<file path="src/rtl/deser_stack_arbiter.sv">
// Round-robin arbiter moving words from two deserializer channels onto a stack.
// Optional ready synchronizers are enabled with macro DESER_STACK_ARBITER_SYNC_EN.
//
// state      | meaning
// S_IDLE     | sample full/empty, serve pops first, otherwise grant a ready channel
// S_PUSH     | one-cycle push strobe, granted ack rises
// S_ACK_WAIT | hold ack until the granted ready falls, then count the transfer
module deser_stack_arbiter (
  input  logic       clk,
  input  logic       reset,
  input  logic       rdy0_in,
  input  logic [7:0] data0_in,
  output logic       ack0_out,
  input  logic       rdy1_in,
  input  logic [7:0] data1_in,
  output logic       ack1_out,
  output logic       push_out,
  output logic [7:0] push_data_out,
  input  logic       full_in,
  input  logic       pop_req_in,
  input  logic       empty_in,
  output logic       pop_out,
  output logic       grant_out,
  output logic       busy_out,
  output logic [7:0] xfer_count_out
);

  localparam logic [1:0] S_IDLE     = 2'd0;
  localparam logic [1:0] S_PUSH     = 2'd1;
  localparam logic [1:0] S_ACK_WAIT = 2'd2;

  logic [1:0] r_state;
  logic       r_grant;
  logic       r_last;
  logic [7:0] r_push_data;
  logic       r_pop;
  logic [7:0] r_xfer_count;

  logic w_rdy0;
  logic w_rdy1;
  logic w_pop_go;
  logic w_grant_go;
  logic w_sel;
  logic w_granted_rdy;
  logic w_active;

`ifdef DESER_STACK_ARBITER_SYNC_EN
  logic [1:0] r_rdy0_sync;
  logic [1:0] r_rdy1_sync;

  always_ff @(posedge clk or posedge reset) begin
    if (reset) begin
      r_rdy0_sync <= 2'b00;
      r_rdy1_sync <= 2'b00;
    end else begin
      r_rdy0_sync <= {r_rdy0_sync[0], rdy0_in};
      r_rdy1_sync <= {r_rdy1_sync[0], rdy1_in};
    end
  end

  assign w_rdy0 = r_rdy0_sync[1];
  assign w_rdy1 = r_rdy1_sync[1];
`else
  assign w_rdy0 = rdy0_in;
  assign w_rdy1 = rdy1_in;
`endif

  assign w_pop_go      = (r_state == S_IDLE) && pop_req_in && !empty_in;
  assign w_grant_go    = (r_state == S_IDLE) && !w_pop_go && !full_in && (w_rdy0 || w_rdy1);
  // With both ready the channel not served last wins; r_last resets to 1 so channel 0 goes first.
  assign w_sel         = (w_rdy0 && w_rdy1) ? ~r_last : w_rdy1;
  assign w_granted_rdy = r_grant ? w_rdy1 : w_rdy0;

  always_ff @(posedge clk or posedge reset) begin
    if (reset) begin
      r_state      <= S_IDLE;
      r_grant      <= 1'b0;
      r_last       <= 1'b1;
      r_push_data  <= 8'h00;
      r_pop        <= 1'b0;
      r_xfer_count <= 8'h00;
    end else begin
      r_pop <= w_pop_go;
      case (r_state)
        S_IDLE: begin
          if (w_grant_go) begin
            r_state     <= S_PUSH;
            r_grant     <= w_sel;
            r_last      <= w_sel;
            r_push_data <= w_sel ? data1_in : data0_in;
          end
        end
        S_PUSH: r_state <= S_ACK_WAIT;
        S_ACK_WAIT: begin
          if (!w_granted_rdy) begin
            r_state      <= S_IDLE;
            r_xfer_count <= r_xfer_count + 8'd1;
          end
        end
        default: r_state <= S_IDLE;
      endcase
    end
  end

  assign w_active       = (r_state == S_PUSH) || (r_state == S_ACK_WAIT);
  assign push_out       = (r_state == S_PUSH);
  assign ack0_out       = w_active && !r_grant;
  assign ack1_out       = w_active && r_grant;
  assign busy_out       = w_active;
  assign pop_out        = r_pop;
  assign grant_out      = r_grant;
  assign push_data_out  = r_push_data;
  assign xfer_count_out = r_xfer_count;

endmodule

</file>
<file path="config.mk">
export PLATFORM = sky130hd
export DESIGN_NAME = deser_stack_arbiter
export DESIGN_NICKNAME = d
export VERILOG_FILES = /design/src/rtl/deser_stack_arbiter.sv
export SDC_FILE = /design/constraint.sdc
export NUM_CORES = 1
export LEC_CHECK = 0
export ABC_CLOCK_PERIOD_IN_PS = 1400
export BUFFER_PORTS_ARGS = -buffer_cell sky130_fd_sc_hd__buf_2
export CORE_AREA = 3 3 71 56
export CTS_CLUSTER_DIAMETER = 60
export DETAILED_ROUTE_END_ITERATION = 7
export DIE_AREA = 0 0 74 59
export HOLD_SLACK_MARGIN = 0.02
export PLACE_DENSITY = 0.7
export REMOVE_ABC_BUFFERS = 1
export SLEW_MARGIN = 20
export SYNTH_ARGS = -nofsm -noshare
export SYNTH_HDL_FRONTEND = slang
export SYNTH_SLANG_ARGS = --single-unit
export TNS_END_PERCENT = 10
</file>
<file path="constraint.sdc">
create_clock -name clk -period 1.4 [get_ports clk]
set_input_delay 0.35 -clock clk [delete_from_list [all_inputs] [get_ports clk]]
set_output_delay 0.35 -clock clk [all_outputs]
set_load 0.02 [all_outputs]
</file>
==> flow_metrics.tcl, run 1 <==
set metrics [dict create \
    grt_pass1_vias 1025 \
    wl_per_cell_um 14.7 \
    setup_viol 17 \
    synth_seq_cells 21 \
    cp-start-kind "register" \
    syn2layout_area_growth_pct 45.6 \
    coreArea_mm2 0.00331 \
    fin_hold_ws_ps 36.2 \
    yosys-top-cells-area "dfrtp_1 43%, mux2_4 14%, mux2_1 7.7%" \
    die_h_um 59 \
    die_area_mm2 0.00437 \
    antenna_cells 0 \
    ant_nets 0 \
    wl_um 2830 \
    final_max_slew_viol_count 0 \
    yosys.area.top_type "dfrtp_1" \
    violations "negative setup slack" \
    path_buf_inv 2 \
    pin_count 45 \
    avgSynthCellArea_um2 13.2 \
    synthCells 89 \
    dp_worst_setup_slack_ps -184 \
    overflow 0 \
    htree_levels 1 \
    num-nets-final 181 \
    synth_area_mm2 0.00118 \
    ys_warn_count 0 \
    firstDrtPassIters 4 \
    cp_max_fo 3 \
    hold_path_class "primary input to asynchronous set/reset pin" \
    status "complete, but fails checks" \
    vias_per_cell 4.95 \
    drcViolationCount 0 \
    synth_top_area_share 0.425 \
    dieWidth_um 74 \
    yosysSeqAreaShare 0.447 \
    post-place-cells 187 \
    p_leak_nw 0.826 \
    maxSlewHeadroom 0.750 \
    end_kind "output port" \
    portBuffers 44 \
    drive_above_1_share 0.638 \
    insertion_delay_ps 270 \
    crit_chain "inv_2 -> ha_4 -> and2b_2 -> buf_6" \
    finalInstanceArea_mm2 0.00171 \
    clk_path_buf_depth 2 \
    cts_tree "built" \
    gp_congestion 0.849 \
    hold_viol_final 0 \
    clock_skew_ps 3.58 \
    grt_usage 0.149 \
    rows 18 \
    drtIter0Drc 16 \
    antenna_found_initial 0 \
    setup.worst_path.class "register to output port" \
    worst_pin_slew_ps 374 \
    worst_slack_ps -243 \
    cellPowerDensity_mw_per_mm2 2160 \
    critical_path.max_stage_delay_ps 410 \
    crit_arrival_ps 1290 \
    fmax_mhz 609 \
    n_fill_cell 291 \
    path_clk_slew_ps 80 \
    clock-root-buffer "clkbuf_8" \
    ir_drop_mv 1.21 \
    fin_crit_ps 1640 \
    grt_max_degree 13 \
    fin_util 0.518 \
    total_power_mw 3.70 \
    cpMaxStageDelayCell "dfrtp_1" \
    place_area_mm2 0.00156 \
    rsz0062_at_grt "true" \
    grt_pass1_wl_um 4800 \
    fin_tns_setup_ps -2000 \
    dp_hpwl_um 2200 \
    stdcell_count 192 \
    yosysUniqueCellTypes 30 \
    worst_ep_required_time_ps 1050 \
    timing.final.crit_share 1.17 \
    cap_violations 0 \
    num_vias 951 \
    crit_family "flip-flops" \
    start_util 0.356 \
    numClockSinks 21 \
    numCtsBuffers 3 \
]
## sequential cells by signal (all words and copies together), names as in the netlist
| signal | cells |
|---|---|
| r_state | 2 |
| pop_out | 1 |
| r_last | 1 |
| push_data_out | 8 |
| grant_out | 1 |
| xfer_count_out | 8 |
## cells in the mapped netlist
cell / instances
a21boi_4: 1
and2_1: 1
and2_2: 1
and2b_2: 1
buf_6: 1
dfrtp_1: 20
dfstp_2: 1
ha_1: 5
inv_1: 6
mux2_1: 8
mux2_2: 1
mux2_4: 11
mux2i_1: 1
nand2_1: 3
nand3_1: 4
nand4_1: 1
nor2_1: 1
nor2_2: 1
nor2b_1: 1
nor3_1: 3
nor4_2: 1
nor4b_4: 1
o211ai_1: 2
o21ai_0: 2
o311ai_0: 2
o31a_1: 1
or3_4: 1
xnor2_1: 3
xnor2_2: 1
xor2_1: 3
## cell type report
type,instances,area [µm²],area share
flip-flops and latches,21,527,0.307
multi-input cells,61,693,0.404
inverters,6,22.5,0.0131
clock buffers,3,41.3,0.0241
well taps,40,50.0,0.0292
clock inverters,1,5.00,0.00292
repair buffers,60,375,0.219
## where the power goes
part           internal (mW)  switching (mW)
sequential             0.899           0.239
clock                  0.199           0.213
combinational           1.07            1.07
## metal layers
metal / GRT usage / vias up / share of wire
met1: 0.170 / 475 / 0.42
met5: 0 / - / 0
li1: - / 441 / -
met2: 0.255 / 29 / 0.50
met4: 0.0879 / 0 / 0.025
met3: 0.0322 / 6 / 0.057
## logic make-up after synthesis
family                     share of synthesized area
adders and majority gates                     0.0531
and+or+nand+nor                                0.118
buffers and inverters                         0.0287
AOI/OAI and AO/OA                             0.0595
xor gates and xnor gates                      0.0585
muxes                                          0.235
DFF                                            0.447
## worst reg2reg max path, cell delays in order (launching register included)
cell	delay [ps]
dfrtp_1	400
inv_2	80
buf_4	100
buf_4	110
ha_4	140
nand3_2	100
or3_4	350
xnor2_2	140
## placed cells by master, fill, tap and decap left out, types with 2 or more instances in the layout
| cell type | instances |
|---|---|
| xnor2_1 | 3 |
| dfrtp_1 | 20 |
| clkbuf_8 | 3 |
| xor2_1 | 3 |
| nand3_1 | 3 |
| buf_4 | 14 |
| o311ai_0 | 2 |
| ha_1 | 2 |
| mux2_1 | 8 |
| nor3_2 | 2 |
| buf_6 | 4 |
| ha_4 | 3 |
| mux2_4 | 11 |
| inv_2 | 2 |
| o211ai_1 | 2 |
| o21ai_1 | 2 |
| nor2_2 | 2 |
| inv_1 | 4 |
| buf_2 | 41 |
## timing repair
item / in CTS / in global routing
endpoints found under the hold margin: 0 / 0
gates cloned: 0 / 0
pin swaps: 3 / 2
hold buffers: 0 / 0
setup buffers: 1 / 0
setup endpoints to repair: 18 / 23
gates resized for setup: 17 / 8
## final timing paths
check | cells after the start | start | slack (ps) | to
worst max-delay path | 4 | r_state[1] | -240 | ack0_out
worst min-delay path | 2 | reset | 40 | push_data_out[6]
worst max register to register | 7 | r_state[0] | -150 | xfer_count_out[3]
worst min register to register | 1 | xfer_count_out[7] | 470 | xfer_count_out[7]
max in group asynchronous | 3 | reset | 870 | xfer_count_out[1]
min in group clk | 3 | data0_in[4] | 420 | push_data_out[4]
No activity file was read; power rests on OpenSTA's default activity.
==> run 2, diff against run 1 <==
Settings changed: GPL_TIMING_DRIVEN set to 0.
==> flow_metrics.tcl, run 2 (synthesis gave the netlist of run 1 again) <==
set metrics [dict create \
    firstDrtPassIters 4 \
    hold_viol_final 0 \
    num_vias 898 \
    wl_per_cell_um 13.9 \
    clock_skew_ps 0.539 \
    cap_violations 0 \
    die_h_um 59 \
    seq_power_share 0.331 \
    syn2layout_area_growth_pct 34.4 \
    multi_input_area_um2 642 \
    final_common_cell "buf_2" \
    rsz0062_at_grt "true" \
    n_fill_cell 321 \
    numClockSinks 21 \
    setup_viol 17 \
    register_area_um2 527 \
    cpMaxStageDelayCell "dfrtp_1" \
    ir_drop_mv 0.900 \
    layout_common_cells "41 x buf_2, 20 x dfrtp_1, 11 x mux2_4" \
    start_util 0.356 \
    drcViolationCount 0 \
    cts_hold_buf 0 \
    cp_max_fo 3 \
    cp-start-kind "register" \
    worst_ep_required_time_ps 1050 \
    grt_usage 0.127 \
    clock-root-buffer "clkbuf_8" \
    intPower_mw 2.05 \
    pin_count 45 \
    die_area_mm2 0.00437 \
    antenna_cells 0 \
    end_kind "output port" \
    fmax_mhz 612 \
    critical_path.max_stage_delay_ps 410 \
    vias_per_cell 4.91 \
    switching_share 0.407 \
    comb_power_share 0.557 \
    maxSlewHeadroom 0.474 \
    fin_crit_ps 1630 \
    p_leak_nw 0.759 \
    grt_pass1_vias 934 \
    htree_levels 1 \
    status "complete, but fails checks" \
    clk_path_buf_depth 2 \
    insertion_delay_ps 250 \
    crit_family "flip-flops" \
    stdcell_count 183 \
    dieWidth_um 74 \
    fin_tns_setup_ps -1670 \
    cellPowerDensity_mw_per_mm2 2190 \
    antenna_found_initial 0 \
    violations "negative setup slack" \
    drive_above_1_share 0.559 \
    timing.final.crit_share 1.17 \
    portBuffers 44 \
    pwr-share-clk 0.113 \
    overflow 0 \
    crit_arrival_ps 1280 \
    coreArea_mm2 0.00331 \
    hold_path_class "primary input to asynchronous set/reset pin" \
    gp_congestion 0.800 \
    num-nets-final 172 \
    numCtsBuffers 3 \
    rows 18 \
    path_buf_inv 2 \
    netSwitchingPower_mw 1.41 \
    final_max_slew_viol_count 0 \
    crit_chain "inv_2 -> ha_4 -> and2b_2 -> buf_6" \
    drtIter0Drc 33 \
    setup.worst_path.class "register to output port" \
    ant_nets 0 \
    post-place-cells 172 \
    worst_slack_ps -234 \
    worst_pin_slew_ps 788 \
    wl_um 2540 \
    path_clk_slew_ps 80 \
    grt_pass1_wl_um 4210 \
    cts_tree "built" \
    total_power_mw 3.46 \
    dp_hpwl_um 1930 \
    grt_max_degree 22 \
]
-- run 2: metrics by stage --
step	instance area (µm²)	hold WS, ps	utilization	setup WS [ps]
6_report	1580	232	0.478	-234
5_1_grt	1580	296	0.478	-286
4_1_cts	1560	260	0.470	-230
3_5_place_dp	1440	458	0.434	-638
3_3_place_gp	1440	451	0.434	-586
2_1_floorplan	1170	326	-	-386
-- run 2: final timing paths --
| kind | startpoint | end | slack (ps) | depth (start not counted) |
|---|---|---|---|---|
| worst max register to register | r_state[0] | xfer_count_out[3] | -180 | 5 |
| min in group clk | data0_in[6] | push_data_out[6] | 430 | 3 |
| worst max-delay path | r_state[0] | ack0_out | -230 | 4 |
| worst min register to register | xfer_count_out[7] | xfer_count_out[7] | 470 | 1 |
| max in group asynchronous | reset | xfer_count_out[2] | 680 | 2 |
| worst min-delay path | reset | push_data_out[6] | 230 | 2 |
-- run 2: what timing repair did --
| item | CTS | global route |
|---|---|---|
| gates resized for setup | 8 | 4 |
| endpoints found under the setup margin | 18 | 21 |
| buffers inserted | 6 | 1 |
| pin swaps | 1 | 0 |
-- run 2: layout make-up --
type                            instances  share of cell area
Timing Repair Buffer                   51               0.187
Inverter                                6              0.0142
Sequential cell                        21               0.333
Tap cell                               40              0.0316
Clock inverter                          1             0.00316
Multi-Input combinational cell         61               0.406
Clock buffer                            3              0.0261
-- run 2: metal layers --
layer  global-route usage  wire length (µm)  vias up
li1                     -                 -      420
met5                    0                 0        -
met2                0.222              1290       28
met3               0.0305               106        4
met1                0.153              1120      446
met4               0.0413                26        0
-- run 2: power groups by stage --
stage               Clock, mW  Sequential (mW)  Combinational (mW)
detailed placement          0             1.15                1.67
floorplan                   0             1.42               0.898
finish                  0.390             1.15                1.93
CTS                     0.399             1.15                1.88
global placement            0             1.14                1.63
global route            0.425             1.20                2.09
==> run 3, diff against run 2 <==
Settings changed: ABC_CLOCK_PERIOD_IN_PS 1400 to 1900, PLACE_DENSITY 0.7 to 0.68.
Clock period 1.4 ns to 1.9 ns, I/O delays scaled along.
==> flow_metrics.tcl, run 3 (synthesis gave the netlist of run 1 again) <==
set metrics [dict create \
    status "finished clean" \
    clock-root-buffer "clkbuf_8" \
    finalInstanceArea_mm2 0.00152 \
    drcViolationCount 0 \
    num_vias 843 \
    coreArea_mm2 0.00331 \
    grt_max_degree 22 \
    num-nets-final 166 \
    pin_count 45 \
    clk_path_buf_depth 2 \
    crit_start "r_state[0]" \
    wl_per_cell_um 13.9 \
    die_area_mm2 0.00437 \
    netSwitchingPower_mw 1.01 \
    maxSlewHeadroom 0.480 \
    critical_path.max_stage_delay_ps 430 \
    ant_nets 0 \
    setup_viol 0 \
    path_clk_slew_ps 80 \
    cts_tree "built" \
    worst_slack_ps 72.5 \
    reg2reg_from "r_state[0]" \
    overflow 0 \
    cp_max_fo 4 \
    drive_above_1_share 0.533 \
    rsz0062_at_grt "false" \
    hold_path_class "primary input to asynchronous set/reset pin" \
    drtIter0Drc 31 \
    fin_crit_ps 1830 \
    cpMaxStageDelayCell "dfrtp_1" \
    antenna_cells 0 \
    htree_levels 1 \
    comb_power_share 0.525 \
    numClockSinks 21 \
    grt_usage 0.130 \
    ir_drop_mv 0.787 \
    gp_congestion 0.789 \
    dieWidth_um 74 \
    antenna_found_initial 0 \
    worst_ep_required_time_ps 1420 \
    firstDrtPassIters 4 \
    start_util 0.356 \
    timing.final.crit_share 0.962 \
    p_leak_nw 0.727 \
    insertion_delay_ps 260 \
    place_area_mm2 0.00144 \
    switching_share 0.418 \
    final_common_cell "buf_2" \
    syn2layout_area_growth_pct 28.7 \
    layout_common_cells "44 x buf_2, 20 x dfrtp_1, 11 x mux2_4" \
    seq_power_share 0.354 \
    clock_skew_ps 7.22 \
    worst_pin_slew_ps 779 \
    cellPowerDensity_mw_per_mm2 1590 \
    dp_hpwl_um 1950 \
    portBuffers 44 \
    pwr-share-clk 0.120 \
    crit_chain "inv_2 -> ha_4 -> and2b_2 -> buf_2" \
    intPower_mw 1.41 \
    hold_viol_final 0 \
    rows 18 \
    dp_worst_setup_slack_ps -149 \
    wl_um 2460 \
    cts_hold_buf 0 \
    cap_violations 0 \
    die_h_um 59 \
    vias_per_cell 4.76 \
    final_max_slew_viol_count 0 \
    numCtsBuffers 3 \
    cp-start-kind "register" \
    crit_arrival_ps 1350 \
    grt_pass1_vias 914 \
    grt_pass1_wl_um 4220 \
    fmax_mhz 547 \
    setup.worst_path.class "register to output port" \
    end_kind "output port" \
    fin_util 0.458 \
]
-- run 3: changes by cell type in the layout (fill, tap and decap cells not counted), sizes merged --
cell and delta:
buf -6
-- run 3: area by class of cell --
type | instances | area [µm²]
Multi-Input combinational cell | 61 | 629
Clock inverter | 1 | 5.00
Inverter | 6 | 22.5
Clock buffer | 3 | 41.3
Fill cell | 315 | 1800
Tap cell | 40 | 50.0
Sequential cell | 21 | 527
Timing Repair Buffer | 45 | 240
-- run 3: metal layers --
metal | vias to the layer above | share of wire | GRT usage
met1 | 406 | 0.43 | 0.158
met4 | 0 | 0.022 | 0.0620
met3 | 5 | 0.056 | 0.0305
met2 | 24 | 0.49 | 0.218
met5 | - | 0 | 0
li1 | 408 | - | -
-- run 3: final timing paths --
| kind | slack [ps] | depth (start not counted) | to |
|---|---|---|---|
| max | 70 | 4 | ack0_out |
| min reg2reg | 490 | 1 | xfer_count_out[7] |
| min in group clk | 490 | 1 | xfer_count_out[7] |
| max reg2reg | 290 | 5 | xfer_count_out[3] |
| min | 340 | 2 | push_data_out[4] |
| max in group asynchronous | 1070 | 2 | xfer_count_out[1] |
-- run 3: power by group through the flow --
stage	clock, mW	sequential, mW	combinational [mW]
after global placement	0	0.839	1.20
after global routing	0.322	0.894	1.39
after CTS	0.305	0.857	1.29
after detailed placement	0	0.858	1.24
final	0.291	0.856	1.27
after floorplan	0	1.05	0.662
-- run 3: per-stage QoR --
stage | instances | total power [mW] | setup TNS, ps | hold WS (ps)
final | 177 | 2.42 | 0 | 342
after global routing | 177 | 2.60 | 0 | 424
after CTS | 177 | 2.45 | 0 | 374
after detailed placement | 172 | 2.09 | -1410 | 484
after global placement | 172 | 2.04 | -874 | 453
after floorplan | 88 | 1.71 | 0 | 451
-- run 3: what timing repair did --
item	CTS	global route
endpoints found under the setup margin	12	2
setup buffers	1	0
gates resized for setup	2	1
-- run 3: critical path, delay by kind of cell (launching register included) --
family	cells	cell delay [ps]
AND/OR/NAND/NOR	1	180
flip-flops	1	430
adder cells (fa/ha/maj)	1	210
buffers and inverters	2	270
